[src/rtl/servstolic_pkg.sv]
// Shared layout of a queued toggle event and the width of the drop counter.
// Entry packing, LSB first: timestamp, level, core index.
package servstolic_pkg;

    localparam int DROP_W = 8;
    localparam int LVL_W  = 1;
    localparam logic [DROP_W-1:0] DROP_MAX = '1;

    function automatic int ev_width(input int core_w, input int time_w);
        return core_w + LVL_W + time_w;
    endfunction

    function automatic int ev_lvl_pos(input int time_w);
        return time_w;
    endfunction

    function automatic int ev_core_lsb(input int time_w);
        return time_w + LVL_W;
    endfunction

endpackage

[src/rtl/servstolic_evfifo.sv]
// First-word-fall-through event FIFO; head visible the cycle after the write.
// Accepts a push when not full, or when full and popped in the same cycle.
module servstolic_evfifo #(
    parameter int WIDTH = 21,
    parameter int DEPTH = 8
) (
    input  logic             wb_clk,
    input  logic             wb_rst,
    input  logic             i_push,
    input  logic [WIDTH-1:0] i_wdat,
    output logic             o_full,
    input  logic             i_pop,
    output logic [WIDTH-1:0] o_rdat,
    output logic             o_empty
);

    localparam int AW = (DEPTH > 1) ? $clog2(DEPTH) : 1;

    logic [WIDTH-1:0] r_mem [DEPTH];
    logic [AW-1:0]    r_wr_ptr;
    logic [AW-1:0]    r_rd_ptr;
    logic [AW:0]      r_count;
    logic             w_push;
    logic             w_pop;

    assign o_full  = (r_count == (AW+1)'(DEPTH));
    assign o_empty = (r_count == '0);
    assign o_rdat  = r_mem[r_rd_ptr];
    assign w_pop   = i_pop & ~o_empty;
    assign w_push  = i_push & (~o_full | w_pop);

    always_ff @(posedge wb_clk) begin
        if (w_push && !wb_rst) begin
            r_mem[r_wr_ptr] <= i_wdat;
        end
    end

    // Pointers wrap naturally because DEPTH is a power of two.
    always_ff @(posedge wb_clk) begin
        if (wb_rst) begin
            r_wr_ptr <= '0;
            r_rd_ptr <= '0;
            r_count  <= '0;
        end else begin
            if (w_push) begin
                r_wr_ptr <= r_wr_ptr + AW'(1);
            end
            if (w_pop) begin
                r_rd_ptr <= r_rd_ptr + AW'(1);
            end
            case ({w_push, w_pop})
                2'b10:   r_count <= r_count + (AW+1)'(1);
                2'b01:   r_count <= r_count - (AW+1)'(1);
                default: r_count <= r_count;
            endcase
        end
    end

endmodule

[src/rtl/servstolic_qmon.sv]
// Watches the servant-grid GPIOs and queues one timestamped event per toggle, round-robin.
// Change in cycle n reaches evt_valid in n+2; a full FIFO stalls grants and re-toggles become drops.
module servstolic_qmon
    import servstolic_pkg::*;
#(
    parameter int NROW  = 4,
    parameter int NCOL  = 4,
    parameter int TSW   = 16,
    parameter int DEPTH = 8
) (
    input  logic                          wb_clk,
    input  logic                          wb_rst,
    input  logic [NROW*NCOL-1:0]          q,
    input  logic                          evt_ready,
    output logic                          evt_valid,
    output logic [$clog2(NROW*NCOL)-1:0]  evt_core,
    output logic                          evt_level,
    output logic [TSW-1:0]                evt_time,
    output logic                          overflow,
    output logic [DROP_W-1:0]             drop_cnt
);

    localparam int NCORE = NROW * NCOL;
    localparam int CW    = $clog2(NCORE);
    localparam int EW    = ev_width(CW, TSW);
    localparam int SW    = DROP_W + CW + 1;

    logic [NCORE-1:0]  r_q_d;
    logic [NCORE-1:0]  r_pend;
    logic [NCORE-1:0]  r_lvl;
    logic [TSW-1:0]    r_time;
    logic [CW-1:0]     r_last;
    logic              r_ovf;
    logic [DROP_W-1:0] r_drop;

    logic [NCORE-1:0]  w_change;
    logic              w_full;
    logic              w_empty;
    logic              w_pop;
    logic              w_can_wr;
    logic              w_gnt_vld;
    logic [CW-1:0]     w_gnt_idx;
    logic [NCORE-1:0]  w_gnt_oh;
    logic [NCORE-1:0]  w_drop_vec;
    logic [CW:0]       w_drop_n;
    logic [SW-1:0]     w_drop_sum;
    logic [DROP_W-1:0] w_drop_nxt;
    logic [EW-1:0]     w_wdat;
    logic [EW-1:0]     w_rdat;

    assign w_change  = q ^ r_q_d;
    assign evt_valid = ~w_empty & ~wb_rst;
    assign w_pop     = evt_valid & evt_ready;
    assign w_can_wr  = ~w_full | w_pop;

    // Scan downwards so the candidate closest after r_last is written last and wins.
    always_comb begin
        logic [CW:0] w_idx;
        w_idx     = '0;
        w_gnt_vld = 1'b0;
        w_gnt_idx = '0;
        for (int k = NCORE; k >= 1; k--) begin
            w_idx = {1'b0, r_last} + (CW+1)'(k);
            if (w_idx >= (CW+1)'(NCORE)) begin
                w_idx = w_idx - (CW+1)'(NCORE);
            end
            if (r_pend[w_idx[CW-1:0]] && w_can_wr) begin
                w_gnt_vld = 1'b1;
                w_gnt_idx = w_idx[CW-1:0];
            end
        end
    end

    assign w_gnt_oh   = w_gnt_vld ? (NCORE'(1) << w_gnt_idx) : '0;
    assign w_drop_vec = w_change & r_pend & ~w_gnt_oh;

    always_comb begin
        w_drop_n = '0;
        for (int i = 0; i < NCORE; i++) begin
            w_drop_n = w_drop_n + (CW+1)'(w_drop_vec[i]);
        end
    end

    assign w_drop_sum = SW'(r_drop) + SW'(w_drop_n);
    assign w_drop_nxt = (w_drop_sum > SW'(DROP_MAX)) ? DROP_MAX : w_drop_sum[DROP_W-1:0];

    assign w_wdat = {w_gnt_idx, r_lvl[w_gnt_idx], r_time};

    always_ff @(posedge wb_clk) begin
        if (wb_rst) begin
            r_q_d  <= '0;
            r_pend <= '0;
            r_lvl  <= '0;
            r_time <= '0;
            r_last <= CW'(NCORE - 1);
            r_ovf  <= 1'b0;
            r_drop <= '0;
        end else begin
            r_q_d  <= q;
            // A fresh change on the granted core re-arms it rather than counting as a drop.
            r_pend <= (r_pend & ~w_gnt_oh) | w_change;
            r_lvl  <= (r_lvl & ~w_change) | (q & w_change);
            r_time <= r_time + TSW'(1);
            if (w_gnt_vld) begin
                r_last <= w_gnt_idx;
            end
            if (|w_drop_vec) begin
                r_ovf <= 1'b1;
            end
            r_drop <= w_drop_nxt;
        end
    end

    servstolic_evfifo #(
        .WIDTH (EW),
        .DEPTH (DEPTH)
    ) u_evfifo (
        .wb_clk  (wb_clk),
        .wb_rst  (wb_rst),
        .i_push  (w_gnt_vld),
        .i_wdat  (w_wdat),
        .o_full  (w_full),
        .i_pop   (w_pop),
        .o_rdat  (w_rdat),
        .o_empty (w_empty)
    );

    assign evt_time  = w_rdat[TSW-1:0];
    assign evt_level = w_rdat[ev_lvl_pos(TSW)];
    assign evt_core  = w_rdat[ev_core_lsb(TSW) +: CW];
    assign overflow  = r_ovf;
    assign drop_cnt  = r_drop;

endmodule

[config.mk]
export PLATFORM = sky130hd
export DESIGN_NAME = servstolic_qmon
export DESIGN_NICKNAME = d
export VERILOG_FILES = /design/src/rtl/servstolic_pkg.sv /design/src/rtl/servstolic_evfifo.sv /design/src/rtl/servstolic_qmon.sv
export SDC_FILE = /design/constraint.sdc
export NUM_CORES = 1
export LEC_CHECK = 0
export BUFFER_PORTS_ARGS = -buffer_cell sky130_fd_sc_hd__buf_2
export CORE_ASPECT_RATIO = 0.6
export CORE_MARGIN = 3
export CORE_UTILIZATION = 38
export CTS_CLUSTER_SIZE = 40
export DETAILED_ROUTE_END_ITERATION = 12
export HOLD_SLACK_MARGIN = 0.05
export PLACE_DENSITY_LB_ADDON = 0.3
export SETUP_SLACK_MARGIN = 0.4
export SYNTH_ARGS = -nofsm -noshare
export SYNTH_HDL_FRONTEND = slang
export SYNTH_HIERARCHICAL = 1
export SYNTH_SLANG_ARGS = --single-unit
[constraint.sdc]
create_clock -name wb_clk -period 8.3 [get_ports wb_clk]
set_input_delay 1.66 -clock wb_clk [delete_from_list [all_inputs] [get_ports wb_clk]]
set_output_delay 1.66 -clock wb_clk [all_outputs]
set_load 0.01 [all_outputs]
==> Yosys cells after proc, flatten, opt, wreduce, memory -nomap -nowiden <==
Memories as Yosys holds them, arrays and structs flattened. A register that Yosys moved wholly into a read port is not among the register bits.
Index checks and enable logic that the tools add are counted.
{ "totals": {"reg_bits": 87, "ram_bits": 168, "input_bits": 19, "out_inout_bits": 31, "elab_cells": 231, "n_memories": 1} }
{ "mem_list": {"columns": ["name", "depth", "width", "read_ports", "rd_ports_with_merged_regs", "write_ports", "line", "source"], "rows": [
  ["u_evfifo.r_mem", 8, 21, 1, 1, 1, "servstolic_evfifo.sv:19", "logic [WIDTH-1:0] r_mem [DEPTH];"]
]} }
{ "op_classes": {"add_sub_neg": 53, "order_cmp": 34, "n_eq_ne": 3, "shifts": 1, "muxes": 89, "bitwise": 19, "reduce_logical": 21} }
{ "ops": {"columns": ["op", "count"], "rows": [
  ["2-to-1 mux 4 bit", 32],
  ["< comparator 4 x 5 -> 1 bit, second input constant", 17],
  ["AND 16 bit", 5],
  [">= comparator 5 bit, second input constant", 16],
  ["binary-select mux 1 bit (select 4 bit)", 17],
  ["subtractor 4 x 1 -> 4 bit, second input constant", 17],
  ["adder 5 x 1 -> 5 bit", 11],
  ["adder 4 x 4 -> 5 bit, second input constant", 8],
  ["2-to-1 mux 1 bit", 35],
  ["inverter 16 bit", 2],
  ["bitwise OR 16 bit", 2],
  ["adder 4 x 3 -> 5 bit, second input constant", 4],
  ["logical AND 1 bit", 17],
  ["adder 16 x 1 -> 16 bit, second input constant", 1],
  ["2-to-1 mux 16 bit", 1],
  ["OR reduction 16 bit", 1],
  ["<< shifter 1 x 4 -> 16 bit, first input constant", 1],
  ["bitwise XOR 16 bit", 1],
  ["adder 4 x 2 -> 5 bit, second input constant", 2],
  ["adder 8 x 5 -> 9 bit", 1],
  ["greater-than comparator 9 x 8 -> 1 bit, second input constant", 1],
  ["2-to-1 mux 8 bit", 1],
  ["case mux 4 bit (2 select lines)", 1],
  ["adder 3 x 1 -> 3 bit, second input constant", 2],
  ["17 further kinds", 24]
]} }

==> Logic depth before layout (Yosys ltp) <==
Gate-level depths: netlist of the first run.
{ "logic_depth": {"ltp_word": 44, "ltp_mapped": 36, "depth_no_buf": 31} }

==> By module <==
Netlist of the first run, hierarchy kept.
{ "by_module_without_submodules": {"columns": ["mod", "n_inst", "cells_per_inst", "area_each_um2", "seq_area_each_um2"], "rows": [
  ["servstolic_evfifo", 1, 328, 7220.7, 5305.1],
  ["servstolic_qmon", 1, 715, 6214.7, 1541.5]
]} }

==> Least setup slack after synthesis of the first run <==
Ideal clock, no wire load.
{ "synth_path": {"path_kind": "input port to flip-flop", "from": "input port wb_rst", "to": "register r_drop[7] (netlist: drop_cnt[7])", "setup_ns": 0.131, "arrival_time_ns": 7.964, "required_time_ns": 8.169, "setup_slack_ns": 0.204, "path_stages": 32, "path_buffers": 3, "cell_sequence": "clkbuf_1 -> or3b_1 -> buf_2 -> clkinv_2 -> o21ai_0 -> o2bb2a_4 -> buf_2 -> o22ai_1 -> nor2_1 -> a2111oi_4 -> o211ai_2 -> o21ai_4 -> inv_4 -> nand2_1 -> o21ai_0 -> nand2b_1 -> fa_1 -> inv_1 -> fa_1 -> inv_1 -> fa_1 -> inv_1 -> fa_1 -> fa_1 -> inv_1 -> fa_1 -> inv_1 -> a21oi_1 -> o21bai_1 -> a21o_1 -> nor4b_1 -> nor3b_1"} }
{ "synth_between": {"elab_chain_cells": 43, "elab_cells_between_ends": 74, "classes_between": "16 x add/sub; 1 x order compare; 1 x shift; 34 x mux; 6 x bitwise; 16 x reduce/logical"} }
{ "synth_rtl": {"columns": ["item", "line", "source"], "rows": [
  ["start: declaration", "servstolic_qmon.sv:12", "input logic wb_rst,"],
  ["inverter 1 bit (*)", "servstolic_qmon.sv:52", "assign evt_valid = ~w_empty & ~wb_rst;"],
  ["AND 1 bit (*)", "servstolic_qmon.sv:52", null],
  ["AND 1 bit (*)", "servstolic_qmon.sv:53", "assign w_pop = evt_valid & evt_ready;"],
  ["named net w_pop", "servstolic_qmon.sv:39", "logic w_pop;"],
  ["bitwise OR 1 bit (*)", "servstolic_qmon.sv:54", "assign w_can_wr = ~w_full | w_pop;"],
  ["logical AND 1 bit", "servstolic_qmon.sv:67", "if (r_pend[w_idx[CW-1:0]] && w_can_wr) begin"],
  ["2-to-1 mux 4 bit (15 in a row)", "servstolic_qmon.sv:67", null],
  ["2-to-1 mux 4 bit (*)", "servstolic_qmon.sv:67", null],
  ["named net w_gnt_idx[2]", "servstolic_qmon.sv:42", "logic [CW-1:0] w_gnt_idx;"],
  ["(+5 left out)", null, null],
  ["adder 2 x 1 -> 3 bit", "servstolic_qmon.sv:80", "w_drop_n = w_drop_n + (CW+1)'(w_drop_vec[i]);"],
  ["adder 3 x 1 -> 4 bit", "servstolic_qmon.sv:80", null],
  ["adder 4 x 1 -> 5 bit", "servstolic_qmon.sv:80", null],
  ["adder 5 x 1 -> 5 bit (10 in a row)", "servstolic_qmon.sv:80", null],
  ["adder 5 x 1 -> 5 bit (*)", "servstolic_qmon.sv:80", null],
  ["adder 8 x 5 -> 9 bit (*)", "servstolic_qmon.sv:84", "assign w_drop_sum = SW'(r_drop) + SW'(w_drop_n);"],
  ["greater-than comparator 9 x 8 -> 1 bit", "servstolic_qmon.sv:85", "assign w_drop_nxt = (w_drop_sum > SW'(DROP_MAX)) ? DROP_MAX : w_drop_sum[DROP_W-1:0];"],
  ["2-to-1 mux 8 bit (*)", "servstolic_qmon.sv:85", null],
  ["end signal: assignment", "servstolic_qmon.sv:110", "r_drop <= w_drop_nxt;"],
  ["end: declaration", "servstolic_qmon.sv:34", "logic [DROP_W-1:0] r_drop;"]
]} }
Mark *: on every way through the listed nets, which the timed path passes. The rest lies on a longest branch.
A chain may end at the register's enable or synchronous reset.

==> Worst setup path in the final report of the first run <==
{ "layout_path": {"from": "input port evt_ready", "to": "register r_drop[4] (netlist: drop_cnt[4])"} }
{ "layout_between": {"elab_chain_cells": 41, "elab_cells_between_ends": 72, "classes_between": "16 x add/sub; 1 x order compare; 1 x shift; 34 x mux; 4 x bitwise; 16 x reduce/logical"} }
{ "layout_rtl": {"columns": ["item", "line", "source"], "rows": [
  ["start: declaration", "servstolic_qmon.sv:14", "input logic evt_ready,"],
  ["AND 1 bit (*)", "servstolic_qmon.sv:53", null],
  ["bitwise OR 1 bit (*)", "servstolic_qmon.sv:54", null],
  ["logical AND 1 bit", "servstolic_qmon.sv:67", null],
  ["2-to-1 mux 4 bit (16 in a row)", "servstolic_qmon.sv:67", null],
  ["<< shifter 1 x 4 -> 16 bit", "servstolic_qmon.sv:74", "assign w_gnt_oh = w_gnt_vld ? (NCORE'(1) << w_gnt_idx) : '0;"],
  ["2-to-1 mux 16 bit (*)", "servstolic_qmon.sv:74", null],
  ["inverter 16 bit (*)", "servstolic_qmon.sv:75", "assign w_drop_vec = w_change & r_pend & ~w_gnt_oh;"],
  ["AND 16 bit (*)", "servstolic_qmon.sv:75", null],
  ["adder 1 x 1 -> 2 bit", "servstolic_qmon.sv:80", null],
  ["adder 2 x 1 -> 3 bit", "servstolic_qmon.sv:80", null],
  ["adder 3 x 1 -> 4 bit", "servstolic_qmon.sv:80", null],
  ["adder 4 x 1 -> 5 bit", "servstolic_qmon.sv:80", null],
  ["adder 5 x 1 -> 5 bit (10 in a row)", "servstolic_qmon.sv:80", null],
  ["adder 5 x 1 -> 5 bit (*)", "servstolic_qmon.sv:80", null],
  ["adder 8 x 5 -> 9 bit (*)", "servstolic_qmon.sv:84", null],
  ["greater-than comparator 9 x 8 -> 1 bit", "servstolic_qmon.sv:85", null],
  ["2-to-1 mux 8 bit (*)", "servstolic_qmon.sv:85", null]
]} }
Mark *: on every way between the ends. The rest lies on a longest branch, timed or not.

==> impl_metrics.json, run 1 <==
{
  "fin_util_pct": 46.2,
  "fill_cells": 3009,
  "routedWlPerCell_um": 22.1,
  "slew_headroom_pct": 28.6,
  "slew_viol_final": 0,
  "drive_gt1_share_pct": 28.3,
  "totalNegativeSetupSlack_ps": 0,
  "r2r-end": "drop_cnt[4]$_SDFF_PP0_",
  "clock_skew_ps": 28.0,
  "core_area_mm2": 0.0343,
  "overflow": 0,
  "vias": 9143,
  "grt_pass1_vias": 8677,
  "start_util_pct": 39.2,
  "grt_start_max_net_pins": 94,
  "gp_congestion": 0.935,
  "drt-initial-drc-count": 852,
  "numCtsBuffers": 22,
  "cts_buffer_depth": 3,
  "ant_nets": 0,
  "multi_input_area_mm2": 0.00636,
  "synth.area.top_cells": "edfxtp_1 (38%), dfxtp_1 (13%), mux4_1 (6.6%), mux4_2 (4.2%), mux2i_1 (2.6%)",
  "dominantRegCellSynth": "edfxtp_1",
  "grt_antenna_before_repair": 1,
  "tightestPinTransition_ps": 1070,
  "dpl_cell_area_mm2": 0.0148,
  "finalHoldViolCount": 0,
  "ys_types": 102,
  "startpoint_type": "primary input",
  "holdCritPathClass": "flop to flop",
  "maxCapViolCount": 0,
  "finalCriticalPeriod_ps": 7780,
  "drc": 0,
  "rows": 52,
  "grt_pass1_wl_mm": 55.0,
  "cp.arrival_ps": 8220,
  "rsz0062_at_grt": "yes",
  "worst_hold_path.num_cells": 2,
  "synth_fp_nets": 1095,
  "diodes": 0,
  "synth.largest_area_cell": "edfxtp_1",
  "dr.pass1.iters": 5,
  "via_per_inst": 5.55,
  "yosysWarnings": 6,
  "io_buffers": 49,
  "path_max_fanout": 9,
  "clock-sinks": 258,
  "wl_mm": 36.5,
  "yosys-top-cells-count": "edfxtp_1 (168), dfxtp_1 (90), nor2_1 (64), inv_1 (63), a21oi_1 (59)",
  "clockRootBuffer": "clkbuf_16",
  "synth-seq-cells": 258,
  "die-area_mm2": 0.0377,
  "seq_area_frac_synth_pct": 51.0,
  "crit_type": "primary input to flop",
  "path_clk_slew_ps": 70,
  "syn_area_per_cell_um2": 12.9,
  "crit_required_ps": 8740,
  "regArea_mm2": 0.00685,
  "die_w_um": 249,
  "reg2reg_slack_ps": 560,
  "synth_edf_count": 168,
  "fin_ws_ps": 521,
  "die_h_um": 152,
  "synth_top_area_share_pct": 37.5,
  "post-route-period-util_pct": 93.7,
  "postCtsHoldBufs": 0,
  "htreeDepth": 1,
  "grt_util_all_layers_pct": 19.1,
  "fmax_ghz": 0.129,
  "dp_slack_ps": -276,
  "worstReg2RegStart": "r_last[1]$_SDFFE_PP1N_",
  "synthesis.area_mm2": 0.0134,
  "cts_tree": "built",
  "ios": 50,
  "outcome": "finished clean",
  "design_area_mm2": 0.0158,
  "fin_nets": 1225,
  "synthToLayoutAreaGrowth_pct": 17.9,
  "synth_most_common_cell": "edfxtp_1",
  "endpoint_kind": "flop",
  "clkLatencyLatePin_ps": 530,
  "hpwl_mm": 25.6,
  "syn_inst": 1043,
  "reg2reg_depth": 27,
  "ys_async_sr_fraction_pct": 0,
  "finalSetupViolations": 0
}
registers in the layout, indices dropped and copies added (netlist names), named ones only:
signal             cells
u_evfifo/r_wr_ptr      3
overflow               1
drop_cnt               8
r_q_d                 16
r_time                16
u_evfifo/r_mem       168
u_evfifo/r_count       4
r_last                 4
r_pend                16
u_evfifo/r_rd_ptr      3
placed cells by master (no fill, tap or decap), types with 6 or more instances in the layout:
cell type  count
mux4_1        34
nand2_1       50
a21oi_1       54
buf_2         48
nor2_1        58
mux2_1        11
clkbuf_16     22
ha_1          17
nand4_1       11
buf_4         98
fa_1          10
nor2b_1       21
buf_6          9
nand2b_1       6
mux2i_1       31
xnor2_1       27
o211ai_1      12
o22ai_1        6
clkbuf_1       6
inv_1         61
o21ai_0       40
mux4_2        25
dfxtp_1       88
edfxtp_1     168
a21oi_2        6
nand3_1       18
nor3_1         9
xor2_1        26
mux2_2        29
worst max-delay path by stage:
stage                           start                      to  slack [ps]
2_1_floorplan                  wb_rst  drop_cnt[0]$_SDFF_PP0_         400
3_3_place_gp                   wb_rst  drop_cnt[4]$_SDFF_PP0_        -190
3_5_place_dp                   wb_rst  drop_cnt[1]$_SDFF_PP0_        -280
4_1_cts        r_last[1]$_SDFFE_PP1N_  drop_cnt[4]$_SDFF_PP0_         410
5_1_grt        r_last[1]$_SDFFE_PP1N_  drop_cnt[3]$_SDFF_PP0_         340
6_report                    evt_ready  drop_cnt[4]$_SDFF_PP0_         520
timing repair:
action | 4_1_cts | 5_1_grt
endpoints found under the setup margin | 8 | 8
setup buffers | 1 | 10
gates resized for setup | 6 | 58
gates cloned | 0 | 1
pin swaps | 3 | 30
cell type report:
class,instances,share of cell area (%)
well taps,459,3.63
repair buffers,157,6.94
multi-input cells,667,40.1
flip-flops and latches,258,43.2
inverters,67,1.63
clock inverters,9,0.545
clock buffers,31,3.88
routing by layer:
metal  global-route usage [%]  routed length, µm
met5                        0                 12
met4                     1.81                240
met3                     6.18               3620
met2                     24.3              13900
met1                     31.3              18700
cells by family after synthesis:
group / synth area share, %
fa+ha+maj: 3.80
compound gates: 11.2
buf+inv: 4.39
mux: 17.0
simple gates: 9.04
flops: 51.0
xor+xnor: 3.59
stage by stage:
stage                     instances  hold WS [ps]
after detailed placement       1596           457
after floorplan                1043           446
after CTS                      1637           466
final                          1648           468
after global routing           1648           482
after global placement         1596           453
critical path, cell delays in order:
cell and delay, ps:
buf_2 90, or3b_4 260, buf_6 140, nand2_2 60
buf_4 200, and3_4 190, nor4_4 430, o311ai_2 210
a31oi_1 250, a211oi_2 150, buf_4 160, a211o_1 280
o31ai_1 260, buf_4 150, fa_1 430, fa_1 500
fa_1 550, inv_1 50, fa_2 580, fa_2 230
inv_2 40, fa_2 340, inv_2 60, a21oi_2 50
o21bai_1 180, a21o_1 200, nand4_1 260, a21oi_1 230
Power of run 1 is not shown: default switching activity piles up to over one toggle a cycle in this logic, so the estimate is an artifact.
==> run 2: changes to the inputs <==
--- a/config.mk
+++ b/config.mk
@@ -7,2 +7,3 @@
 export LEC_CHECK = 0
+export ABC_CLOCK_PERIOD_IN_PS = 8300
 export BUFFER_PORTS_ARGS = -buffer_cell sky130_fd_sc_hd__buf_2
@@ -16,2 +17,3 @@
 export SETUP_SLACK_MARGIN = 0.4
+export SKIP_LAST_GASP = 1
 export SYNTH_ARGS = -nofsm -noshare
==> constraint.sdc (replaced) <==
create_clock -name wb_clk -period 8.3 [get_ports wb_clk]
set_input_delay 0.415 -clock wb_clk [delete_from_list [all_inputs] [get_ports wb_clk]]
set_output_delay 0.415 -clock wb_clk [all_outputs]
set_load 0.01 [all_outputs]
==> impl_metrics.json, run 2 (synthesized netlist as in run 1, its figures left out) <==
{
  "hpwl_mm": 24.2,
  "cp.arrival_ps": 8040,
  "fin_ws_ps": 703,
  "startpoint_type": "flop",
  "holdCritPathClass": "primary input to flop",
  "tightestPinTransition_ps": 908,
  "dr.pass1.iters": 5,
  "core_area_mm2": 0.0343,
  "io_buffers": 49,
  "regArea_mm2": 0.00686,
  "routedWlPerCell_um": 21.9,
  "grt_util_all_layers_pct": 18.4,
  "slew_viol_final": 0,
  "ant_nets": 0,
  "clock-sinks": 258,
  "fmax_ghz": 0.132,
  "finalCriticalPeriod_ps": 7600,
  "synthToLayoutAreaGrowth_pct": 15.3,
  "dp_slack_ps": 338,
  "clkLatencyLatePin_ps": 520,
  "via_per_inst": 5.63,
  "fill_cells": 3073,
  "largest_reg_flops": 168,
  "fin_nets": 1182,
  "start_util_pct": 39.2,
  "grt_pass1_vias": 8648,
  "clockRootBuffer": "clkbuf_16",
  "grt_antenna_before_repair": 1,
  "crit_start": "r_last[1]$_SDFFE_PP1N_",
  "vias": 9051,
  "die_h_um": 152,
  "hp-start": "q[2]",
  "overflow": 0,
  "max_stage_delay_ps": 570,
  "htreeDepth": 1,
  "numCtsBuffers": 23,
  "grt_pass1_wl_mm": 53.4,
  "layoutNonFillerInstCount": 1607,
  "die_w_um": 249,
  "layout_commonest_cell": "edfxtp_1",
  "wl_mm": 35.1,
  "drive_gt1_share_pct": 25.5,
  "cts_tree": "built",
  "post-route-period-util_pct": 91.5,
  "cpMostUsedCell": "inv_1",
  "maxCapViolCount": 0,
  "rows": 52,
  "finalSetupViolations": 0,
  "rsz0062_at_grt": "no",
  "dp_cells": 1552,
  "clock_skew_ps": 18.1,
  "multi_input_area_mm2": 0.00632,
  "top_register": "u_evfifo/r_mem",
  "path_clk_slew_ps": 70,
  "slew_headroom_pct": 39.5,
  "layout_common_cells": "edfxtp_1 (168), dfxtp_1 (83), inv_1 (62), nor2_1 (59), buf_4 (59)",
  "crit_slowest_cell": "fa_2",
  "die-area_mm2": 0.0377,
  "endpoint_kind": "flop",
  "cts_buffer_depth": 3,
  "gp_congestion": 0.970,
  "totalNegativeSetupSlack_ps": 0,
  "drc": 0,
  "fin_util_pct": 45.2,
  "finalHoldViolCount": 0,
  "worstReg2RegStart": "r_last[1]$_SDFFE_PP1N_",
  "outcome": "finished clean",
  "grt_start_max_net_pins": 82,
  "drt-initial-drc-count": 1005,
  "ios": 50,
  "path_max_fanout": 6,
  "crit_required_ps": 8740,
  "crit_type": "flop to flop"
}
-- run 2: repair_timing --
| item | 4_1_cts | 5_1_grt |
|---|---|---|
| endpoints found under the setup margin | 7 | 8 |
| resized for setup | 10 | 56 |
| hold buffers | 0 | 0 |
| setup buffers | 0 | 11 |
| cloned | 0 | 1 |
| pin swaps | 2 | 21 |
-- run 2: per-layer routing --
layer  up-vias  track usage (%)  part of all wire (%)
li1       4144                -                     -
met1      4509             28.9                    50
met2       368             24.5                    39
met3        30             6.38                    10
met4         0             2.62                  0.89
met5         -                0                     0
-- run 2: worst paths after layout --
check | end | slack (ps) | cells after the start
max | drop_cnt[1]$_SDFF_PP0_ | 700 | 32
min | r_q_d[2]$_SDFF_PP0_ | 150 | 2
max reg2reg | drop_cnt[1]$_SDFF_PP0_ | 700 | 32
min reg2reg | flop | 470 | 2
-- run 2: area by class of cell --
class	instances	area share, %
antenna	1	0.0162
clock buffer	28	3.84
clock inverter	14	0.768
inverter	67	1.67
multi-input combinational	667	40.8
sequential	258	44.3
tap	459	3.71
timing repair buffer	113	4.89
-- run 2: per-stage QoR --
stage	area (µm²)	hold slack, ps
after floorplan	13400	446
after global placement	14400	453
after detailed placement	14400	461
after CTS	15100	133
after global routing	15500	137
final	15500	154
-- run 2: worst max-delay path, delay by kind of cell (launching register included) --
family / cells / cell delay (ps)
adder cells (fa/ha/maj): 7 / 2910
AO/OA/AOI/OAI: 9 / 1620
multiplexers: 2 / 940
buffers and inverters: 9 / 760
flip-flops: 1 / 360
AND/OR/NAND/NOR: 5 / 890
Power of run 2 is left out for the same reason.
